**config.mk**
```make
export PLATFORM = sky130hd
export DESIGN_NAME = tdm_demux
export DESIGN_NICKNAME = d
export VERILOG_FILES = /design/src/rtl/tdm_pkg.sv /design/src/rtl/tdm_slot_ctr.sv /design/src/rtl/tdm_demux.sv
export SDC_FILE = /design/constraint.sdc
export NUM_CORES = 1
export LEC_CHECK = 0
export CAP_MARGIN = 20
export CELL_PAD_IN_SITES_DETAIL_PLACEMENT = 1
export CELL_PAD_IN_SITES_GLOBAL_PLACEMENT = 2
export CORE_AREA = 2 2 39 41
export CTS_BUF_LIST = sky130_fd_sc_hd__clkbuf_8
export CTS_CLUSTER_SIZE = 12
export DETAILED_ROUTE_END_ITERATION = 6
export DIE_AREA = 0 0 41 43
export GPL_ROUTABILITY_DRIVEN = 0
export PLACE_DENSITY = 0.8
export SETUP_SLACK_MARGIN = 0.15
export SLEW_MARGIN = 20
export SYNTH_ARGS = -nofsm -noshare
export SYNTH_HDL_FRONTEND = slang
export SYNTH_SLANG_ARGS = --single-unit
export TNS_END_PERCENT = 5
```
**constraint.sdc**
```tcl
create_clock -name clk -period 1.6 [get_ports clk]
set_input_delay 0.16 -clock clk [delete_from_list [all_inputs] [get_ports clk]]
set_output_delay 0.16 -clock clk [all_outputs]
set_load 0.05 [all_outputs]
```
**src/rtl/tdm_pkg.sv**
```systemverilog
// Shared types and helpers for the TDM link blocks (receive demux, future transmit mux).
package tdm_pkg;

  typedef enum logic {
    HUNT = 1'b0,
    RUN  = 1'b1
  } tdm_state_e;

  localparam int SYNC_SLOT = 0;

  // Slot index width; a 2-channel link still needs one bit of index.
  function automatic int slot_w(input int n);
    return (n <= 2) ? 1 : $clog2(n);
  endfunction

endpackage

```
**src/rtl/tdm_slot_ctr.sv**
```systemverilog
// Slot index counter: clear, load-to-1 (sync beat consumed slot 0), increment with wrap at N-1.
module tdm_slot_ctr #(
  parameter int N  = 2,
  parameter int SW = 1
) (
  input  logic          clk,
  input  logic          rst_n,
  input  logic          clr,
  input  logic          load1,
  input  logic          inc,
  output logic [SW-1:0] cnt
);

  localparam logic [SW-1:0] LAST = SW'(N - 1);

  always_ff @(posedge clk or negedge rst_n) begin
    if (!rst_n) begin
      cnt <= '0;
    end else if (clr) begin
      cnt <= '0;
    end else if (load1) begin
      cnt <= SW'(1);
    end else if (inc) begin
      cnt <= (cnt == LAST) ? '0 : cnt + SW'(1);
    end
  end

endmodule

```
**src/rtl/tdm_demux.sv**
```systemverilog
// TDM receive demultiplexer: steers slot words into shadow registers and
// publishes each complete frame on dout with a one-cycle dout_vld strobe.
module tdm_demux
  import tdm_pkg::*;
#(
  parameter  int N_CH = 2,
  parameter  int W    = 1,
  localparam int SW   = slot_w(N_CH)
) (
  input  logic              clk,
  input  logic              rst_n,
  input  logic [W-1:0]      din,
  input  logic              din_vld,
  input  logic              fsync,
  output logic [N_CH*W-1:0] dout,
  output logic              dout_vld,
  output logic [SW-1:0]     slot,
  output logic              locked,
  output logic              frame_err
);

  localparam logic [SW-1:0] SYNC_IDX  = SW'(SYNC_SLOT);
  localparam logic [SW-1:0] LAST_SLOT = SW'(N_CH - 1);

  tdm_state_e state, state_next;

  logic          ctr_clr, ctr_load1, ctr_inc;
  logic          wr_en;
  logic [SW-1:0] wr_idx;
  logic          frame_done, sync_err;

  // The last slot goes straight into dout, so only N_CH-1 words need holding.
  logic [W-1:0]      shadow [N_CH-1];
  logic [N_CH*W-1:0] frame_next;

  always_ff @(posedge clk or negedge rst_n) begin
    if (!rst_n) state <= HUNT;
    else        state <= state_next;
  end

  always_comb begin
    state_next = state;
    if (din_vld) begin
      case (state)
        HUNT: if (fsync) state_next = RUN;
        RUN:  if (!fsync && slot == SYNC_IDX) state_next = HUNT;
      endcase
    end
  end

  always_comb begin
    ctr_clr    = 1'b0;
    ctr_load1  = 1'b0;
    ctr_inc    = 1'b0;
    wr_en      = 1'b0;
    wr_idx     = SYNC_IDX;
    frame_done = 1'b0;
    sync_err   = 1'b0;
    if (din_vld) begin
      case (state)
        HUNT: begin
          if (fsync) begin
            ctr_load1 = 1'b1;
            wr_en     = 1'b1;
          end
        end
        RUN: begin
          if (fsync && slot != SYNC_IDX) begin
            sync_err  = 1'b1;
            ctr_load1 = 1'b1;
            wr_en     = 1'b1;
          end else if (!fsync && slot == SYNC_IDX) begin
            sync_err = 1'b1;
            ctr_clr  = 1'b1;
          end else begin
            wr_en      = 1'b1;
            wr_idx     = slot;
            ctr_inc    = 1'b1;
            frame_done = (slot == LAST_SLOT);
          end
        end
      endcase
    end
  end

  tdm_slot_ctr #(
    .N  (N_CH),
    .SW (SW)
  ) u_slot_ctr (
    .clk   (clk),
    .rst_n (rst_n),
    .clr   (ctr_clr),
    .load1 (ctr_load1),
    .inc   (ctr_inc),
    .cnt   (slot)
  );

  always_ff @(posedge clk or negedge rst_n) begin
    if (!rst_n) begin
      for (int k = 0; k < N_CH - 1; k++) shadow[k] <= '0;
    end else begin
      for (int k = 0; k < N_CH - 1; k++) begin
        if (wr_en && wr_idx == SW'(k)) shadow[k] <= din;
      end
    end
  end

  always_comb begin
    frame_next = '0;
    for (int k = 0; k < N_CH - 1; k++) frame_next[k*W +: W] = shadow[k];
    frame_next[(N_CH-1)*W +: W] = din;
  end

  always_ff @(posedge clk or negedge rst_n) begin
    if (!rst_n) begin
      dout      <= '0;
      dout_vld  <= 1'b0;
      frame_err <= 1'b0;
    end else begin
      dout_vld  <= frame_done;
      frame_err <= sync_err;
      if (frame_done) dout <= frame_next;
    end
  end

  assign locked = (state == RUN);

endmodule
```
==> metrics.cfg, run 1 <==
[power_and_ir_drop]
power.density_nw_per_um2 = 2080
p_comb_frac = 0.504
p_sw_uw = 483
pwr-share-seq = 0.290
sw_frac_of_total = 0.427
p_leak_nw = 0.250
p_int_uw = 650
clockPowerShare = 0.205
peakVddDrop_v = 0.000772

[critical_path]
cp-end-kind = flip-flop
reg2reg_from = u_slot_ctr.cnt
path_class = in2reg
crit_required_ns = 1.70
cp-start-kind = input pin
critPathBufInv = 2
critPathMaxFanout = 2
startpoint = fsync
slowest_delay_ns = 0.47
crit_family = buffers and inverters
path_cells = clkdlybuf4s50_1 > inv_1 > ha_4 > o32ai_4 > mux2_4
crit_slowest_cell = clkdlybuf4s50_1
crit_arrival_ns = 1.51

[cts]
clk_latency_ns = 0.22
root_buffer = clkbuf_8
post_cts_buffers = 0
cts_tree = built
numCtsBuffers = 3
cts_sinks = 7
clk_pin_slew_ns = 0.04
clockBufferDepth = 2
htree_num_levels = 1

[logic_synthesis]
syn_nets = 37
netlist_area_um2 = 338
synthTopCellsByArea = dfrtp_1, ha_1, mux2_2
avgSynthCellArea_um2 = 11.6
ys_warn_count = 0
synth_top_cell_by_area = dfrtp_1
syn_inst = 29
synth_commonest_cells = dfrtp_1, inv_1, ha_1
synthArstFlopShare = 1.00
synth_top_area_frac = 0.519
ys_seq_elements = 7
synth-edff-count = 0
ys_seq_area_frac = 0.519
ys.flop_type = dfrtp_1
ys_types = 14
synth_most_common_cell = dfrtp_1

[cells_and_area]
final_nets = 54
drive_above_1_share = 0.489
fillers = 163
antennaDiodeCount = 0
finalInstanceArea_um2 = 546
regArea_um2 = 178
utilization = 0.394
syn2layout_area_growth_pct = 61.5
multi_input_area_um2 = 188

[sta]
setup_viol = 0
setup-tns-final_ns = 0
final.min_clock_period_ns = 1.41
slew_headroom = 0.789
max_freq_mhz = 709
tightest_slew_ns = 0.316
clock_skew_ns = 0.000409
drv_slew = 0
rsz0062_at_grt = no
fin_crit_sh = 0.882
worst_slack_ns = 0.189
hold_violations = 0

[global_route]
grt_usage = 0.110
grt_max_degree = 9
grt_first_pass_wirelength_mm = 1.20
grt_pass1_vias = 301
antenna_found_initial = 0
grt.overflow.total = 0

[floorplan]
die_area_um2 = 1760
core_area_um2 = 1380
ioPinCount = 11
die_h_um = 43
die_w_um = 41
rows = 14
floorplan.initialDensity = 0.244

[routing]
viasPerCell = 4.46
route.detailed.drc = 0
dr.pass1.iters = 2
wirelength_um = 746
dr_total_vias = 272
drt_iter0_drc = 1
ant_nets = 0
avgRoutedWirePerCell_um = 12.2

[flow_run]
drv_cap = 0

[outcome]
status = finished, final reports clean

[min_path]
hold_path.class = in2async

[placement]
dp_slack_ns = -0.0722
io_buffers = 10
place_area_um2 = 475
place_hpwl_um = 608

==> cells by family after synthesis <==
logic type / share of synthesized area
AOI/OAI and AO/OA: 0.159
adders and majority gates: 0.111
buffers and inverters: 0.0444
DFF: 0.519
muxes: 0.100
and+or+nand+nor: 0.0667
==> cell type report <==
type / count / area share
Multi-Input combinational cell: 18 / 0.344
Sequential cell: 7 / 0.326
Timing Repair Buffer: 12 / 0.183
Clock buffer: 3 / 0.0757
Tap cell: 16 / 0.0367
Inverter: 4 / 0.0275
Clock inverter: 1 / 0.00688
==> cell usage in the layout (no fill, tap or decap), types with 3 or more instances in the layout <==
master and instances:
buf_4 8, clkdlybuf4s50_1 4, inv_1 4, dfrtp_1 5, clkbuf_8 3
==> flip-flops by register name, indices dropped and copies added (netlist names) <==
| name | cells |
|---|---|
| dout | 2 |
| dout_vld | 1 |
| frame_err | 1 |
| locked | 1 |
| shadow | 1 |
| u_slot_ctr.cnt | 1 |
==> metal layers <==
metal	GRT usage	vias to the layer above	wire, um
met5	0	-	0
met4	0.120	0	27
met3	0.0314	2	53
met2	0.166	11	377
met1	0.106	128	287
li1	-	131	-
==> through the flow <==
step | hold WS [ns] | total power, mW | cells
final | 0.201 | 1.13 | 61
after global routing | 0.225 | 1.21 | 61
after CTS | 0.214 | 1.11 | 61
after detailed placement | 0.448 | 0.862 | 57
after global placement | 0.430 | 0.840 | 57
after floorplan | -0.136 | 0.688 | 29
==> path summary, 6_finish.rpt <==
check / to / slack, ns / cells after the start
max: shadow / 0.19 / 5
min: dout_vld / 0.20 / 1
max reg2reg: shadow / 0.24 / 3
min reg2reg: dout[0] / 0.51 / 1
max in group asynchronous: locked / 1.14 / 1
min in group clk: dout[0] / 0.51 / 1
==> what timing repair did <==
| item | CTS | global route |
|---|---|---|
| hold buffers | 0 | 0 |
| gates resized for setup | 0 | 3 |
| endpoints found under the setup margin | 0 | 1 |
==> power groups by stage <==
stage	registers, mW	logic (mW)	clock network (mW)
finish	0.329	0.572	0.232
CTS	0.323	0.541	0.242
global route	0.343	0.609	0.255
detailed placement	0.324	0.538	0
floorplan	0.523	0.166	0
global placement	0.319	0.522	0
(Power assumes the default switching activity.)
==> inputs of run 2 (changes only) <==
--- a/config.mk
+++ b/config.mk
@@ -8,11 +8,11 @@
 export CAP_MARGIN = 20
 export CELL_PAD_IN_SITES_DETAIL_PLACEMENT = 1
 export CELL_PAD_IN_SITES_GLOBAL_PLACEMENT = 2
-export CORE_AREA = 2 2 39 41
+export CORE_AREA = 5 5 42 44
 export CTS_BUF_LIST = sky130_fd_sc_hd__clkbuf_8
 export CTS_CLUSTER_SIZE = 12
 export DETAILED_ROUTE_END_ITERATION = 6
-export DIE_AREA = 0 0 41 43
+export DIE_AREA = 0 0 47 49
 export GPL_ROUTABILITY_DRIVEN = 0
 export PLACE_DENSITY = 0.8
 export SETUP_SLACK_MARGIN = 0.15
==> constraint.sdc (replaced) <==
create_clock -name clk -period 1.85 [get_ports clk]
set_input_delay 0.185 -clock clk [delete_from_list [all_inputs] [get_ports clk]]
set_output_delay 0.185 -clock clk [all_outputs]
set_load 0.05 [all_outputs]
==> metrics.cfg, run 2 (synthesis results as in run 1) <==
[floorplan]
floorplan.initialDensity = 0.241
die_w_um = 47
ioPinCount = 11
core_area_um2 = 1400
die_area_um2 = 2300
rows = 14
die_h_um = 49

[cts]
htree_num_levels = 1
clk_latency_ns = 0.22
cts_sinks = 7
cts.hold.buffers_added = 0
cts_tree = built
root_buffer = clkbuf_8
clk_pin_slew_ns = 0.04
numCtsBuffers = 3
clockBufferDepth = 2
post_cts_buffers = 0
cts.repair.resized = 0

[sta]
rsz0062_at_grt = no
tightest_slew_ns = 0.503
slew_headroom = 0.664
drv_slew = 0
final.min_clock_period_ns = 1.55
setup_viol = 0
clock_skew_ns = 0.000376
fin_crit_sh = 0.837
max_freq_mhz = 646
setup-tns-final_ns = 0
hold_violations = 0

[cells_and_area]
final_nets = 53
layout_common_cells = clkdlybuf4s50_1, dfrtp_1, inv_1
layout_commonest_cell = clkdlybuf4s50_1
regArea_um2 = 175
utilization = 0.364
top_register = dout
largest_register_ffs = 2
antennaDiodeCount = 0
multi_input_area_um2 = 148
fillers = 169
syn2layout_area_growth_pct = 51.1
drive_above_1_share = 0.227

[placement]
io_buffers = 10
place_hpwl_um = 692

[global_route]
grt_usage = 0.0822
grt_max_degree = 9
grt.overflow.total = 0
grt_pass1_vias = 323
grt_first_pass_wirelength_mm = 1.28
antenna_found_initial = 0

[critical_path]
rr_worst_depth = 4
critPathMaxFanout = 2
path_cells = clkdlybuf4s50_1
slowest_delay_ns = 0.81
critPathBufInv = 1
crit_arrival_ns = 1.36
r2r_setup_slack_ns = 0.36
path_class = reg2out
cp-start-kind = flip-flop
crit_family = buffers and inverters
crit_slowest_cell = clkdlybuf4s50_1
crit_required_ns = 1.66
reg2reg_from = u_slot_ctr.cnt
cp-end-kind = primary output
r2r-end = shadow

[flow_run]
drv_cap = 0

[routing]
dr_total_vias = 276
route.detailed.drc = 0
ant_nets = 0
drt_iter0_drc = 0
dr.pass1.iters = 1
wirelength_um = 785
viasPerCell = 4.60
avgRoutedWirePerCell_um = 13.1

[outcome]
status = finished, final reports clean

[power_and_ir_drop]
power.density_nw_per_um2 = 1820
peakVddDrop_v = 0.000660
p_leak_nw = 0.243

[min_path]
hold_path.class = in2async

[run 2: changes by cell type in the layout (fill, tap and decap cells not counted)]
cell | before | now
o32ai_4 | 1 | 0
o32ai_2 | 0 | 1
dlymetal6s2s_1 | 0 | 1
dfrtp_1 | 5 | 7
ha_1 | 1 | 3
inv_2 | 1 | 0
mux2_1 | 0 | 1
buf_4 | 8 | 2
inv_1 | 4 | 5
dfrtp_2 | 2 | 0
mux2_4 | 1 | 0
ha_4 | 2 | 0
clkdlybuf4s50_1 | 4 | 8
[run 2: power breakdown]
part           leakage [nW]  total, mW  internal, mW  switching (mW)
combinational         0.133      0.455         0.172           0.283
sequential           0.0826      0.274         0.217          0.0570
clock                0.0269      0.201         0.143          0.0584
total                 0.243      0.929         0.531           0.398
[run 2: cell type report]
cell class	count	area share
inverter	4	0.0294
sequential	7	0.343
clock buffer	3	0.0809
clock inverter	1	0.00735
timing repair buffer	11	0.211
tap	16	0.0392
multi-input combinational	18	0.289
[run 2: worst max-delay path by stage]
stage	start	slack [ns]	depth (start not counted)	to
4_1_cts	u_slot_ctr.cnt	0.15	1	slot
3_3_place_gp	fsync	0.15	5	shadow
5_1_grt	dout[0]	0.26	1	dout[0]
3_5_place_dp	fsync	0.13	5	shadow
6_report	dout[0]	0.30	1	dout[0]
2_1_floorplan	u_slot_ctr.cnt	0.16	4	shadow
[run 2: metrics by stage]
stage	power, mW	hold WS [ns]	instance area, um^2	worst slack (ns)	cells
2_1_floorplan	0.574	-0.111	338	0.157	29
3_3_place_gp	0.717	0.457	463	0.150	56
3_5_place_dp	0.736	0.459	463	0.125	56
4_1_cts	0.945	0.226	508	0.153	60
5_1_grt	0.982	0.246	510	0.263	60
6_report	0.929	0.220	510	0.301	60
[run 2: routing by layer]
metal | routed length [um] | track usage
met3 | 96 | 0.0480
met2 | 393 | 0.120
met5 | 0 | 0
met1 | 279 | 0.0716
met4 | 16 | 0.0829
==> inputs of run 3 (changes only) <==
--- a/config.mk
+++ b/config.mk
@@ -8,13 +8,13 @@
 export CAP_MARGIN = 20
 export CELL_PAD_IN_SITES_DETAIL_PLACEMENT = 1
 export CELL_PAD_IN_SITES_GLOBAL_PLACEMENT = 2
-export CORE_AREA = 5 5 42 44
+export CORE_MARGIN = 5
+export CORE_UTILIZATION = 25
 export CTS_BUF_LIST = sky130_fd_sc_hd__clkbuf_8
 export CTS_CLUSTER_SIZE = 12
 export DETAILED_ROUTE_END_ITERATION = 6
-export DIE_AREA = 0 0 47 49
 export GPL_ROUTABILITY_DRIVEN = 0
-export PLACE_DENSITY = 0.8
+export PLACE_DENSITY = 0.81
 export SETUP_SLACK_MARGIN = 0.15
 export SLEW_MARGIN = 20
 export SYNTH_ARGS = -nofsm -noshare
==> constraint.sdc (replaced) <==
create_clock -name clk -period 1.4 [get_ports clk]
set_input_delay 0.14 -clock clk [delete_from_list [all_inputs] [get_ports clk]]
set_output_delay 0.14 -clock clk [all_outputs]
set_load 0.05 [all_outputs]
==> metrics.cfg, run 3 (synthesis results as in run 1) <==
[outcome]
status = finished, final reports clean

[cells_and_area]
drive_above_1_share = 0.551
layout_common_cells = buf_4, dfrtp_1, inv_1, clkbuf_8, clkdlybuf4s50_1
top_register = dout
largest_register_ffs = 2
stdcell_count = 64
layout_commonest_cell = buf_4
finalInstanceArea_um2 = 602
multi_input_area_um2 = 188
regArea_um2 = 178
fillers = 136
final_nets = 58
utilization = 0.468
antennaDiodeCount = 0
syn2layout_area_growth_pct = 78.1

[routing]
avgRoutedWirePerCell_um = 13.2
wl_met1_um = 312
route.detailed.drc = 0
viasPerCell = 4.77
drt_iter0_drc = 4
wirelength_um = 846
met2_length_um = 449
routed.top_layer = met4
ant_nets = 0
dr.pass1.iters = 4
met3_length_um = 69
dr_total_vias = 305

[global_route]
grt_usage = 0.0968
antenna_found_initial = 0
grt.overflow.total = 0
grt_max_degree = 8
grt_first_pass_wirelength_mm = 1.39
grt_pass1_vias = 306

[floorplan]
die_w_um = 46.8
floorplan.initialDensity = 0.263
die_area_um2 = 2190
core_area_um2 = 1280
die_h_um = 46.8
ioPinCount = 11
rows = 13

[cts]
htree_num_levels = 1
cts_tree = built
clockBufferDepth = 2
clk_pin_slew_ns = 0.04
clk_latency_ns = 0.23
root_buffer = clkbuf_8
cts.repair.resized = 3
cts_sinks = 7
numCtsBuffers = 3
post_cts_buffers = 0
cts.hold.buffers_added = 0

[power_and_ir_drop]
peakVddDrop_v = 0.000803
p_leak_nw = 0.281
power.density_nw_per_um2 = 2400

[critical_path]
cp-start-kind = flip-flop
rr_worst_depth = 3
path_class = reg2reg
crit_required_ns = 1.51
critPathMaxFanout = 3
cp-end-kind = flip-flop
crit_arrival_ns = 1.41

[sta]
slew_headroom = 0.794
rsz0062_at_grt = yes
fin_crit_sh = 0.932
final.min_clock_period_ns = 1.30
hold_violations = 0
drv_slew = 0
tightest_slew_ns = 0.308
setup-tns-final_ns = 0
setup_viol = 0
max_freq_mhz = 766
clock_skew_ns = 0.00174

[placement]
place_hpwl_um = 724
io_buffers = 10
place_area_um2 = 529
dpl.cell_count = 60

[min_path]
hold_path.class = in2async

[flow_run]
drv_cap = 0

-- run 3: cell count changes in the layout (fill, tap and decap cells not counted), sizes merged --
cell / delta
buf: +10
dlymetal6s2s: -1
clkdlybuf4s50: -5
dlygate4sd2: +1
-- run 3: final timing paths --
| path | startpoint | to | slack (ns) |
|---|---|---|---|
| worst max-delay path | u_slot_ctr.cnt | shadow | 0.1 |
| worst min-delay path | rst_n | frame_err | 0.17 |
| worst max register to register | u_slot_ctr.cnt | shadow | 0.1 |
| worst min register to register | shadow | shadow | 0.52 |
| max in group asynchronous | rst_n | u_slot_ctr.cnt | 0.98 |
| min in group clk | fsync | frame_err | 0.49 |
-- run 3: report_power, final --
group | internal [mW] | total (mW) | switching, mW | leakage, nW
combinational | 0.374 | 0.809 | 0.434 | 0.173
clock | 0.190 | 0.278 | 0.0884 | 0.0269
sequential | 0.291 | 0.360 | 0.0690 | 0.0813
total | 0.855 | 1.45 | 0.592 | 0.281
-- run 3: critical path, cell delays in order (launching register included) --
cell,delay [ns]
dfrtp_2,0.44
ha_4,0.18
o32ai_4,0.25
mux2_4,0.32
-- run 3: layout make-up --
| class | count | area share |
|---|---|---|
| multi-input combinational | 18 | 0.312 |
| sequential | 7 | 0.295 |
| timing repair buffer | 16 | 0.262 |
| clock buffer | 3 | 0.0686 |
| tap | 15 | 0.0312 |
| inverter | 4 | 0.0249 |
| clock inverter | 1 | 0.00624 |
-- run 3: through the flow --
step	total power [mW]	hold slack, ns	worst slack, ns
floorplan	0.787	-0.156	-0.0401
CTS	1.41	0.178	0.0850
finish	1.45	0.168	0.0953
global route	1.53	0.206	0.0482
global placement	1.09	0.410	-0.200
detailed placement	1.12	0.421	-0.219
-- run 3: layer usage --
layer,vias up,GRT usage
met2,10,0.146
met5,-,0
li1,141,-
met4,0,0.0663
met1,151,0.0977
met3,3,0.0613
